`src/rtl/pc_seq.sv`:
```
// pc_seq: fetch-stage PC control sequencer (redirect/stall/flush/exception/halt)
// Inputs: IMemStall, HazStall, BrTaken, JrTaken, HaltReq, SiicReq, RtiReq, CurPC.
// Outputs: PcSel, RegJmp, Halt, SIIC, PcStall, Flush, Rti, Epc, EpcVec, StallCnt.
// PC_SEQ_PERF_EN builds a saturating stall-cycle counter on StallCnt.
module pc_seq #(
  parameter int          FLUSH_CYCLES = 2,
  parameter logic [15:0] EXC_VECTOR   = 16'h0002
) (
  input  logic        clk,
  input  logic        rst,
  input  logic        IMemStall,
  input  logic        HazStall,
  input  logic        BrTaken,
  input  logic        JrTaken,
  input  logic        HaltReq,
  input  logic        SiicReq,
  input  logic        RtiReq,
  input  logic [15:0] CurPC,
  output logic        PcSel,
  output logic        RegJmp,
  output logic        Halt,
  output logic        SIIC,
  output logic        PcStall,
  output logic        Flush,
  output logic        Rti,
  output logic [15:0] Epc,
  output logic [15:0] EpcVec,
  output logic [15:0] StallCnt
);
  typedef enum logic [2:0] {RUN, STALL, FLUSH, EXC, HALTED} state_t;
  localparam logic [2:0] CNT_INIT = 3'(FLUSH_CYCLES - 1);
  state_t      r_state, w_next;
  logic [2:0]  r_cnt, w_cnt;
  logic [15:0] r_epc;
  logic        w_stall;
  assign w_stall = IMemStall | HazStall;
  assign Epc     = r_epc;
  assign EpcVec  = EXC_VECTOR;
  always_comb begin
    Halt    = 1'b0;
    SIIC    = 1'b0;
    Rti     = 1'b0;
    RegJmp  = 1'b0;
    PcSel   = 1'b0;
    PcStall = 1'b0;
    Flush   = 1'b0;
    w_next  = r_state;
    w_cnt   = r_cnt;
    if (r_state == HALTED)
      Halt = 1'b1;
    else if (r_state == EXC) begin
      Flush  = 1'b1;
      w_next = RUN;
    end else if (HaltReq) begin
      Halt   = 1'b1;
      w_next = HALTED;
    end else if (SiicReq) begin
      SIIC   = 1'b1;
      Flush  = 1'b1;
      w_next = EXC;
    end else if (RtiReq | JrTaken | BrTaken) begin
      Rti    = RtiReq;
      RegJmp = !RtiReq && JrTaken;
      PcSel  = !RtiReq && !JrTaken;
      Flush  = 1'b1;
      w_next = (FLUSH_CYCLES == 1) ? RUN : FLUSH;
      w_cnt  = CNT_INIT;
    end else if (r_state == FLUSH) begin
      Flush   = 1'b1;
      PcStall = w_stall;
      w_cnt   = w_stall ? r_cnt : r_cnt - 3'd1;
      w_next  = (!w_stall && r_cnt == 3'd1) ? RUN : FLUSH;
    end else begin
      PcStall = w_stall;
      w_next  = w_stall ? STALL : RUN;
    end
    if (rst) begin
      Halt    = 1'b0;
      SIIC    = 1'b0;
      Rti     = 1'b0;
      RegJmp  = 1'b0;
      PcSel   = 1'b0;
      PcStall = 1'b0;
      Flush   = 1'b0;
    end
  end
  always_ff @(posedge clk) begin
    if (rst) begin
      r_state <= RUN;
      r_cnt   <= 3'd0;
      r_epc   <= 16'h0000;
    end else begin
      r_state <= w_next;
      r_cnt   <= w_cnt;
      if (SIIC) r_epc <= CurPC + 16'd2;
    end
  end
`ifdef PC_SEQ_PERF_EN
  logic [15:0] r_stall_cnt;
  always_ff @(posedge clk) begin
    if (rst) r_stall_cnt <= 16'h0000;
    else if (PcStall && r_stall_cnt != 16'hFFFF) r_stall_cnt <= r_stall_cnt + 16'd1;
  end
  assign StallCnt = r_stall_cnt;
`else
  assign StallCnt = 16'h0000;
`endif
endmodule

```
`config.mk`:
```
export PLATFORM = sky130hd
export DESIGN_NAME = pc_seq
export DESIGN_NICKNAME = d
export VERILOG_FILES = /design/src/rtl/pc_seq.sv
export SDC_FILE = /design/constraint.sdc
export NUM_CORES = 1
export LEC_CHECK = 0
export BUFFER_PORTS_ARGS = -buffer_cell sky130_fd_sc_hd__buf_2
export CAP_MARGIN = 20
export CORE_UTILIZATION = 45
export DETAILED_ROUTE_END_ITERATION = 12
export PLACE_DENSITY = 0.85
export SYNTH_ARGS = -nofsm -noshare
export SYNTH_HDL_FRONTEND = slang
export SYNTH_SLANG_ARGS = --single-unit
```
`constraint.sdc`:
```
create_clock -name clk -period 1.9 [get_ports clk]
set_input_delay 0.19 -clock clk [delete_from_list [all_inputs] [get_ports clk]]
set_output_delay 0.19 -clock clk [all_outputs]
set_load 0.03 [all_outputs]
```
# == Yosys cells after proc, flatten, opt, wreduce, memory -nomap -nowiden ==
# Index checks and enable logic that the tools add are counted.
# Widths: inputs -> output; s select.
# op_classes
mux,50
eq_ne,5
reduce_logical,8
n_bitwise,7
add_sub_neg,2
# op_table
cell,n
$mux 1,41
$add 16x2->16 const B,1
$mux 3,5
$mux 2,4
$eq 3x2->1 const B,2
$reduce_and 6->1,1
$not 1->1,4
$eq 3x1->1 const B,1
$eq 3x3->1 const B,1
$logic_and 1x1->1,3
$logic_not 1->1,3
$or 1x1->1,3
$sub 3x1->3 const B,1
$ne 2x1->1 const B,1
$reduce_bool 2->1,1
# totals
ff_bits,22
out_inout_bits,55

# == Longest topological paths before layout ==
# Gate-level depths: netlist of run 1.
# depth
ltp_word,9
ltp_mapped,6
mapped_depth_nobuf,5

# == Worst setup path after synthesis of run 1 ==
# Ideal clock, no wire load.
# synth_path
kind,reg2out
startpoint,register r_state[2]
endpoint,output RegJmp
arrival_ps,1791
path_slack_ps,-81
required_time_ps,1710
path_stages_with_launch,4
path_cell_list,dfxtp_1 nand3b_1 nand3_1 nor4b_1
# synth_via
elab_chain_cells,4
word_cells_on_any_way,5
# synth_rtl
item,line_no,rtl
from (decl),32,"state_t r_state, w_next;"
from (signal assigned),93,r_state <= w_next;
$eq 3x2->1,51,else if (r_state == EXC) begin
$mux 1,51,
$mux 1 (*),49,if (r_state == HALTED)
$mux 1 (*),77,if (rst) begin
to (decl),20,"output logic RegJmp,"
# Every way passes the cells marked *; elsewhere a longest branch is shown, timed or not.

# == Final worst setup path of run 1 ==
# layout_path
startpoint,register r_state[2]
endpoint,output PcSel
# layout_via
elab_chain_cells,4
word_cells_on_any_way,5
# layout_rtl
item,line_no,rtl
$eq 3x2->1,51,
$mux 1,51,
$mux 1 (*),49,
$mux 1 (*),77,
to (decl),19,"output logic PcSel,"
# Marks and branches as above.

==> impl_metrics.py, run 1 <==
metrics = {
    "status": {
        "status": "completed",
    },
    "setup_path": {
        "startpoint_type": "register",
        "path_class": "reg -> out",
        "r2r_start": "r_state[2]$_SDFFE_PP0N_",
        "r2r-end": "Epc[1]$_SDFFE_PP0P_",
        "setup.worst_path.end": "PcSel",
        "r2r_slack_ns": 0.42,
        "crit_start": "r_state[2]$_SDFFE_PP0N_",
        "crit_chain": "or3b_4 > nand3_4 > nor2_1 > and3_1 > buf_2",
        "r2r.worst_path.cells": 5,
        "critPathMaxFanout": 6,
        "critPathMaxStageDelay_ns": 0.42,
        "critPathSlowestCell": "or3b_4",
        "arrival_ns": 1.64,
        "cp.required_ns": 1.71,
        "worstSetupEndpointType": "output pin",
    },
    "yosys": {
        "synth-seq-cells": 22,
        "synth_cells": 186,
        "synth-edff-count": 0,
        "yosys_warnings": 0,
        "synth.avg_cell_area_um2": 7.97,
        "ys_seq_area_frac": 0.297,
        "async_reset_ff_frac": 0,
        "syn_area_mm2": 0.00148,
        "yosys_most_used_dff": "dfxtp_1",
        "ys_types": 40,
    },
    "floorplan": {
        "chipHeight_um": 59.4,
        "core_mm2": 0.00308,
        "boundaryPins": 80,
        "die_x_um": 59.4,
        "rows": 20,
        "design.die.area_mm2": 0.00353,
        "start_util": 0.482,
    },
    "sta": {
        "max_freq_mhz": 546,
        "rsz0062_at_grt": "no",
        "setup_tns_ns": 0,
        "timing.hold.ws_ns": 0.107,
        "fin_crit_ns": 1.83,
        "clock_skew_ns": 0.00702,
        "final-setup-viol-count": 0,
        "finalCritPeriodShare": 0.963,
        "slew_violations": 0,
        "hold_viol_final": 0,
    },
    "min_path": {
        "hold_class": "in -> reg",
        "min_path_cells": 3,
    },
    "clocking": {
        "cts_max_level": 1,
        "cts_root_buf": "clkbuf_4",
        "ctsResizeCount": 4,
        "clk_latency_ns": 0.31,
        "cts_tree": "built",
        "cts_buffer_depth": 2,
        "cts_buffers": 3,
        "post_cts.repair.setup_buffers": 0,
        "clk_pin_slew_ns": 0.12,
        "ctsHoldBuffers": 0,
        "numClockSinks": 22,
    },
    "route": {
        "wl_met1_mm": 1.26,
        "highest_layer": "met4",
        "vias": 1303,
        "routedWlPerCell_um": 10.3,
        "wl_met3_um": 183,
        "drc": 0,
        "ant_nets": 0,
        "drt_pass1_iterations": 4,
        "drt-total-wl_mm": 2.83,
        "viasPerCell": 4.72,
        "drtIter0Drc": 117,
        "route.met2.wl_mm": 1.35,
    },
    "finish": {
        "layout-drive-gt1-share": 0.293,
        "layout_commonest_cell": "buf_2",
        "fin_nets": 261,
        "final_cell_mix": "47 x buf_2, 32 x conb_1, 23 x nand3_1",
        "syn_to_final_growth_pct": 15.3,
        "finalCoreUtilization": 0.555,
        "antenna_cells": 0,
    },
    "global_route": {
        "grt_max_degree": 17,
        "grt_pass1_vias": 1055,
        "grt_overflow_total": 0,
        "grtUsageTotal": 0.166,
        "antenna_found_initial": 0,
        "grt_pass1_wl_mm": 4.47,
    },
    "placement": {
        "finalWeightedCongestion": 0.886,
        "dpl.hpwl_mm": 2.21,
        "portBuffers": 47,
    },
    "pwr": {
        "cellPowerDensity_mw_per_mm2": 629,
        "vdd_drop_max_v": 0.000484,
        "finalPower_mw": 1.08,
        "leakage_nw": 0.777,
    },
    "flow_run": {
        "maxCapViolCount": 0,
    },
}
report_power, final:
| part | leakage (nW) | total [mW] | switching, mW | internal, mW |
|---|---|---|---|---|
| logic | 0.575 | 0.318 | 0.231 | 0.0869 |
| clock network | 0.0210 | 0.255 | 0.138 | 0.117 |
| registers | 0.181 | 0.502 | 0.0165 | 0.486 |
layer usage:
layer,track usage,vias to the layer above
li1,-,674
met1,0.200,579
met2,0.284,46
met3,0.0524,4
met4,0.0442,0
met5,0,-
worst max-delay path: cells and delay by family (launching register included):
kind                   cells  cell delay [ns]
buffers and inverters      1             0.17
DFF                        1             0.39
and+or+nand+nor            4             0.77
metrics by stage:
step,cells,cell area [um2],setup slack [ns]
finish,276,1710,0.0700
global route,276,1710,0.00207
CTS,276,1710,0.0430
detailed placement,272,1650,0.194
global placement,272,1650,0.282
floorplan,216,1610,0.270
logic make-up after synthesis:
kind of cell	count (synthesis)	share of synthesized area
compound gates	30	0.117
xor+xnor	13	0.0768
fa+ha+maj	4	0.0321
buf+inv	48	0.206
flops	22	0.297
other cells	2	0.00507
simple gates	67	0.266
worst min path at each step:
| stage | from | to | slack (ns) |
|---|---|---|---|
| global route | CurPC[0] | Epc[0]$_SDFFE_PP0P_ | 0.09 |
| finish | CurPC[0] | Epc[0]$_SDFFE_PP0P_ | 0.11 |
| global placement | CurPC[0] | Epc[0]$_SDFFE_PP0P_ | 0.43 |
| detailed placement | CurPC[0] | Epc[0]$_SDFFE_PP0P_ | 0.44 |
| floorplan | CurPC[1] | Epc[1]$_SDFFE_PP0P_ | 0.29 |
| CTS | CurPC[0] | Epc[0]$_SDFFE_PP0P_ | 0.09 |
flip-flops by register name (all words and copies together), names as in the netlist:
signal and flops:
r_cnt 3, Epc 16, r_state 3
synth_stat cells, types with 2 or more instances:
master	count	area [um2]
nand3b_1	3	22.5
dfxtp_1	22	440
xnor2_1	11	96.3
inv_2	2	7.51
nor2_1	7	26.3
ha_1	3	37.5
conb_1	2	7.51
o21ai_1	16	80.1
a21oi_1	6	30.0
or3_1	2	12.5
buf_2	4	20.0
inv_1	8	30.0
buf_4	32	240
and4b_1	2	20.0
nor3_1	5	25.0
nor4_1	5	31.3
nand2_1	8	30.0
nand3_1	24	120
clkbuf_1	2	7.51
xor2_1	2	17.5
layout make-up:
class	instances	area, um2
Multi-Input combinational cell	146	877
Timing Repair Buffer	50	258
Clock buffer	4	36.3
Fill cell	321	1370
Tap cell	44	55.1
Inverter	10	37.5
Sequential cell	22	445
(Power assumes the default switching activity.)
==> run 2: changes to the inputs <==
==> constraint.sdc (replaced) <==
create_clock -name clk -period 1.8 [get_ports clk]
set_input_delay 0.18 -clock clk [delete_from_list [all_inputs] [get_ports clk]]
set_output_delay 0.18 -clock clk [all_outputs]
set_load 0.03 [all_outputs]
==> run 2 against run 1 <==
  * Hold slack got worse by 0.0088 ns
  * Largest power group unchanged
  * Non-clock buffer count increased by 4
  * Cell count increased by 1.4%
  * Sequential cell count unchanged
  * Largest cell class unchanged
==> impl_metrics.py, run 2 (synthesis gave the netlist of run 1 again) <==
metrics = {
    "sta": {
        "hold_viol_final": 0,
        "slew_violations": 0,
        "clock_skew_ns": 0.00739,
        "timing.hold.ws_ns": 0.0983,
        "final-setup-viol-count": 0,
        "finalCritPeriodShare": 0.982,
        "max_freq_mhz": 566,
        "fin_crit_ns": 1.77,
    },
    "placement": {
        "dp.cells": 272,
        "finalWeightedCongestion": 0.862,
        "dpl.hpwl_mm": 2.20,
        "portBuffers": 47,
    },
    "floorplan": {
        "boundaryPins": 80,
        "chipHeight_um": 59.4,
        "start_util": 0.482,
        "design.die.area_mm2": 0.00353,
        "die_x_um": 59.4,
        "core_mm2": 0.00308,
        "rows": 20,
    },
    "setup_path": {
        "r2r-end": "r_cnt[1]$_SDFFE_PP0P_",
        "setup.worst_path.end": "PcSel",
        "cp.required_ns": 1.62,
        "worstSetupEndpointType": "output pin",
        "path_class": "reg -> out",
        "critPathMaxFanout": 6,
        "crit_start": "r_state[1]$_SDFFE_PP0N_",
        "startpoint_type": "register",
        "r2r_start": "r_state[2]$_SDFFE_PP0N_",
        "r2r_slack_ns": 0.30,
        "r2r.worst_path.cells": 5,
        "arrival_ns": 1.59,
    },
    "pwr": {
        "switching_power_uw": 408,
        "finalPower_mw": 1.14,
        "p_sw_frac": 0.357,
        "cellPowerDensity_mw_per_mm2": 647,
        "vdd_drop_max_v": 0.000317,
        "leakage_nw": 0.800,
        "clockPowerShare": 0.232,
        "p_int_uw": 735,
        "comb_power_share": 0.307,
        "p_seq_frac": 0.461,
    },
    "finish": {
        "syn_to_final_growth_pct": 19.1,
        "final_cell_mix": "44 x buf_2, 32 x conb_1, 23 x nand3_1",
        "final_cells": 280,
        "largest_reg_flops": 16,
        "finalCoreUtilization": 0.574,
        "fin_nets": 265,
        "antenna_cells": 0,
        "layout_commonest_cell": "buf_2",
        "layout-drive-gt1-share": 0.318,
    },
    "clocking": {
        "clk_pin_slew_ns": 0.12,
        "ctsHoldBuffers": 0,
        "cts_max_level": 1,
        "cts_root_buf": "clkbuf_4",
        "cts_buffer_depth": 2,
        "numClockSinks": 22,
        "clk_latency_ns": 0.30,
        "cts_buffers": 3,
        "cts_tree": "built",
    },
    "route": {
        "drt-total-wl_mm": 3.01,
        "viasPerCell": 4.73,
        "drt_pass1_iterations": 4,
        "vias": 1323,
        "ant_nets": 0,
        "drtIter0Drc": 99,
        "drc": 0,
        "routedWlPerCell_um": 10.8,
    },
    "flow_run": {
        "maxCapViolCount": 0,
    },
    "min_path": {
        "hold_class": "in -> reg",
        "min_path_cells": 3,
    },
    "global_route": {
        "grt_overflow_total": 0,
        "antenna_found_initial": 0,
        "grt_max_degree": 17,
        "grt_pass1_vias": 1044,
        "grtUsageTotal": 0.158,
        "grt_pass1_wl_mm": 4.32,
    },
    "status": {
        "status": "completed",
    },
}
[run 2: cell types whose count changed in the layout (fill, tap and decap cells not counted), moves of 2 or more]
cell / before / now
buf_4: 3 / 8
buf_2: 47 / 44
buf_6: 0 / 2
dfxtp_4: 1 / 3
[run 2: metrics by stage]
| step | worst slack, ns | cell area [um2] | TNS [ns] |
|---|---|---|---|
| final | 0.0329 | 1770 | 0 |
| after global routing | -0.0324 | 1770 | -0.0501 |
| after CTS | 0.00569 | 1720 | 0 |
| after detailed placement | 0.125 | 1650 | 0 |
| after global placement | 0.198 | 1650 | 0 |
| after floorplan | 0.180 | 1610 | 0 |
[run 2: what timing repair did]
item / CTS / global route
gates resized for setup: 6 / 13
setup endpoints to repair: 4 / 3
endpoints found under the hold margin: 0 / 0
buffers inserted: 1 / 3
pin swaps: 0 / 2
[run 2: how the worst min path moves through the flow]
stage / startpoint / end
floorplan: CurPC[1] / Epc[1]$_SDFFE_PP0P_
global placement: CurPC[0] / Epc[0]$_SDFFE_PP0P_
detailed placement: CurPC[0] / Epc[0]$_SDFFE_PP0P_
CTS: CurPC[0] / Epc[0]$_SDFFE_PP0P_
global route: CurPC[0] / Epc[0]$_SDFFE_PP0P_
finish: CurPC[0] / Epc[0]$_SDFFE_PP0P_
[run 2: worst max-delay path: stages, from the launching register on]
cell and delay [ns]:
dfxtp_4 0.38, or3b_4 0.43, nand3_4 0.12, nor2_2 0.06, and3_1 0.16, buf_6 0.14
[run 2: power groups by stage]
| stage | registers (mW) | logic (mW) | clock network, mW |
|---|---|---|---|
| 2_1_floorplan | 0.578 | 0.257 | 0 |
| 3_3_place_gp | 0.539 | 0.326 | 0 |
| 3_5_place_dp | 0.540 | 0.330 | 0 |
| 4_1_cts | 0.528 | 0.339 | 0.280 |
| 5_1_grt | 0.530 | 0.377 | 0.300 |
| 6_report | 0.527 | 0.351 | 0.265 |
[run 2: area by class of cell]
cell class	instances	area (um2)
multi-input cells	146	882
repair buffers	54	303
fillers	294	1310
flip-flops and latches	22	452
well taps	44	55.1
clock buffers	4	36.3
inverters	10	37.5
[run 2: metal layers]
metal	track usage	wire [um]	up-vias
li1	-	-	682
met1	0.201	1340	593
met2	0.270	1500	46
met3	0.0218	156	2
met4	0.0612	16	0
met5	0	0	-
==> run 3: changes to the inputs <==
--- a/config.mk
+++ b/config.mk
@@ -7,9 +7,10 @@
 export LEC_CHECK = 0
 export BUFFER_PORTS_ARGS = -buffer_cell sky130_fd_sc_hd__buf_2
 export CAP_MARGIN = 20
-export CORE_UTILIZATION = 45
+export CORE_MARGIN = 2
+export CORE_UTILIZATION = 40
 export DETAILED_ROUTE_END_ITERATION = 12
-export PLACE_DENSITY = 0.85
+export PLACE_DENSITY = 0.81
 export SYNTH_ARGS = -nofsm -noshare
 export SYNTH_HDL_FRONTEND = slang
 export SYNTH_SLANG_ARGS = --single-unit
==> constraint.sdc (replaced) <==
create_clock -name clk -period 1.5 [get_ports clk]
set_input_delay 0.15 -clock clk [delete_from_list [all_inputs] [get_ports clk]]
set_output_delay 0.15 -clock clk [all_outputs]
set_load 0.03 [all_outputs]
==> run 3 against run 2 <==
  * The run now ends with negative setup slack left
  * Register-to-register slack worse by 0.30 ns
  * Core utilization fell by 5.6 points
  * Non-clock buffer count is 5 higher
  * Design area increased by 5.7%
  * Critical path depth unchanged
  * Die area is 19% higher
  * Sequential cell count stayed put
  * Largest cell class unchanged
  * Largest power group unchanged
==> impl_metrics.py, run 3 (synthesis gave the netlist of run 1 again) <==
metrics = {
    "status": {
        "status": "finished with violations",
        "violations": "negative setup slack",
    },
    "sta": {
        "fin_ws_ns": -0.135,
        "clock_skew_ns": 0.00189,
        "final-setup-viol-count": 6,
        "rsz0062_at_grt": "yes",
        "slew_violations": 0,
        "max_freq_mhz": 611,
        "fin_crit_ns": 1.64,
        "timing.hold.ws_ns": 0.121,
        "finalCritPeriodShare": 1.09,
        "hold_viol_final": 0,
        "setup_tns_ns": -0.481,
    },
    "floorplan": {
        "die_x_um": 64.9,
        "design.die.area_mm2": 0.00421,
        "core_mm2": 0.00361,
        "rows": 22,
        "start_util": 0.411,
        "boundaryPins": 80,
        "chipHeight_um": 64.9,
    },
    "clocking": {
        "cts_tree": "built",
        "ctsHoldBuffers": 0,
        "cts_buffer_depth": 2,
        "cts_root_buf": "clkbuf_8",
        "cts_buffers": 3,
        "numClockSinks": 22,
        "clk_pin_slew_ns": 0.07,
        "clk_latency_ns": 0.26,
        "cts_max_level": 1,
    },
    "setup_path": {
        "critPathMaxFanout": 4,
        "arrival_ns": 1.49,
        "worstSetupEndpointType": "output pin",
        "path_class": "reg -> out",
        "cp.required_ns": 1.35,
        "startpoint_type": "register",
    },
    "flow_run": {
        "maxCapViolCount": 0,
    },
    "route": {
        "vias": 1351,
        "routedWlPerCell_um": 11.0,
        "drt-total-wl_mm": 3.16,
        "drt_pass1_iterations": 4,
        "drc": 0,
        "viasPerCell": 4.69,
        "drtIter0Drc": 55,
        "ant_nets": 0,
    },
    "placement": {
        "dpl.hpwl_mm": 2.48,
        "finalWeightedCongestion": 0.864,
        "portBuffers": 47,
    },
    "finish": {
        "final_cell_mix": "41 x buf_2, 32 x conb_1, 23 x nand3_1",
        "fin_nets": 270,
        "syn_to_final_growth_pct": 25.9,
        "antenna_cells": 0,
        "layout-drive-gt1-share": 0.333,
        "largest_reg_flops": 16,
        "layout_commonest_cell": "buf_2",
    },
    "min_path": {
        "hold_class": "in -> reg",
    },
    "global_route": {
        "grt_pass1_vias": 1217,
        "grt_overflow_total": 0,
        "grt_pass1_wl_mm": 5.20,
        "grt_max_degree": 31,
        "antenna_found_initial": 0,
        "grtUsageTotal": 0.156,
    },
    "pwr": {
        "leakage_nw": 0.840,
        "cellPowerDensity_mw_per_mm2": 771,
        "vdd_drop_max_v": 0.000378,
    },
}
-- run 3: final timing paths --
path,slack [ns],cells past startpoint,to,startpoint
max,-0.14,5,Rti,r_state[1]$_SDFFE_PP0N_
min,0.12,3,Epc[0]$_SDFFE_PP0P_,CurPC[0]
max reg2reg,0,5,r_cnt[1]$_SDFFE_PP0P_,r_state[1]$_SDFFE_PP0N_
min reg2reg,0.46,2,Epc[0]$_SDFFE_PP0P_,Epc[0]$_SDFFE_PP0P_
-- run 3: repair_timing --
item / 4_1_cts / 5_1_grt
endpoints found under the setup margin: 6 / 9
cloned: 0 / 0
hold endpoints to repair: 0 / 0
buffers inserted: 4 / 0
gates resized for setup: 20 / 4
pin swaps: 8 / 0
-- run 3: final cells by class --
cell class,count,area (um2)
Tap cell,48,60.1
Fill cell,372,1740
Sequential cell,22,444
Inverter,10,37.5
Multi-Input combinational cell,146,908
Timing Repair Buffer,59,375
Clock buffer,3,41.3
-- run 3: metrics by stage --
stage	total power, mW	util	instance area [um2]	std cells	setup WS (ns)
CTS	1.45	0.511	1840	288	-0.121
global route	1.53	0.518	1870	288	-0.183
global placement	1.06	0.474	1710	281	0.0440
floorplan	1.00	-	1610	216	-0.0900
detailed placement	1.06	0.474	1710	281	-0.00448
finish	1.44	0.518	1870	288	-0.135
-- run 3: layer usage --
layer,vias up,track usage,share of wire
met2,49,0.285,0.50
met5,-,0,0
met3,5,0.0295,0.070
li1,688,-,-
met1,609,0.177,0.42
met4,0,0.0585,0.015
-- run 3: power breakdown --
part	switching (mW)	total, mW	internal [mW]
logic	0.310	0.447	0.137
registers	0.0172	0.633	0.616
clock network	0.180	0.359	0.179
-- run 3: worst max-delay path: stages (launching register included) --
cell	delay (ns)
dfxtp_2	0.34
or3b_4	0.44
nand3_4	0.12
nor2_4	0.04
and2_1	0.14
buf_6	0.13
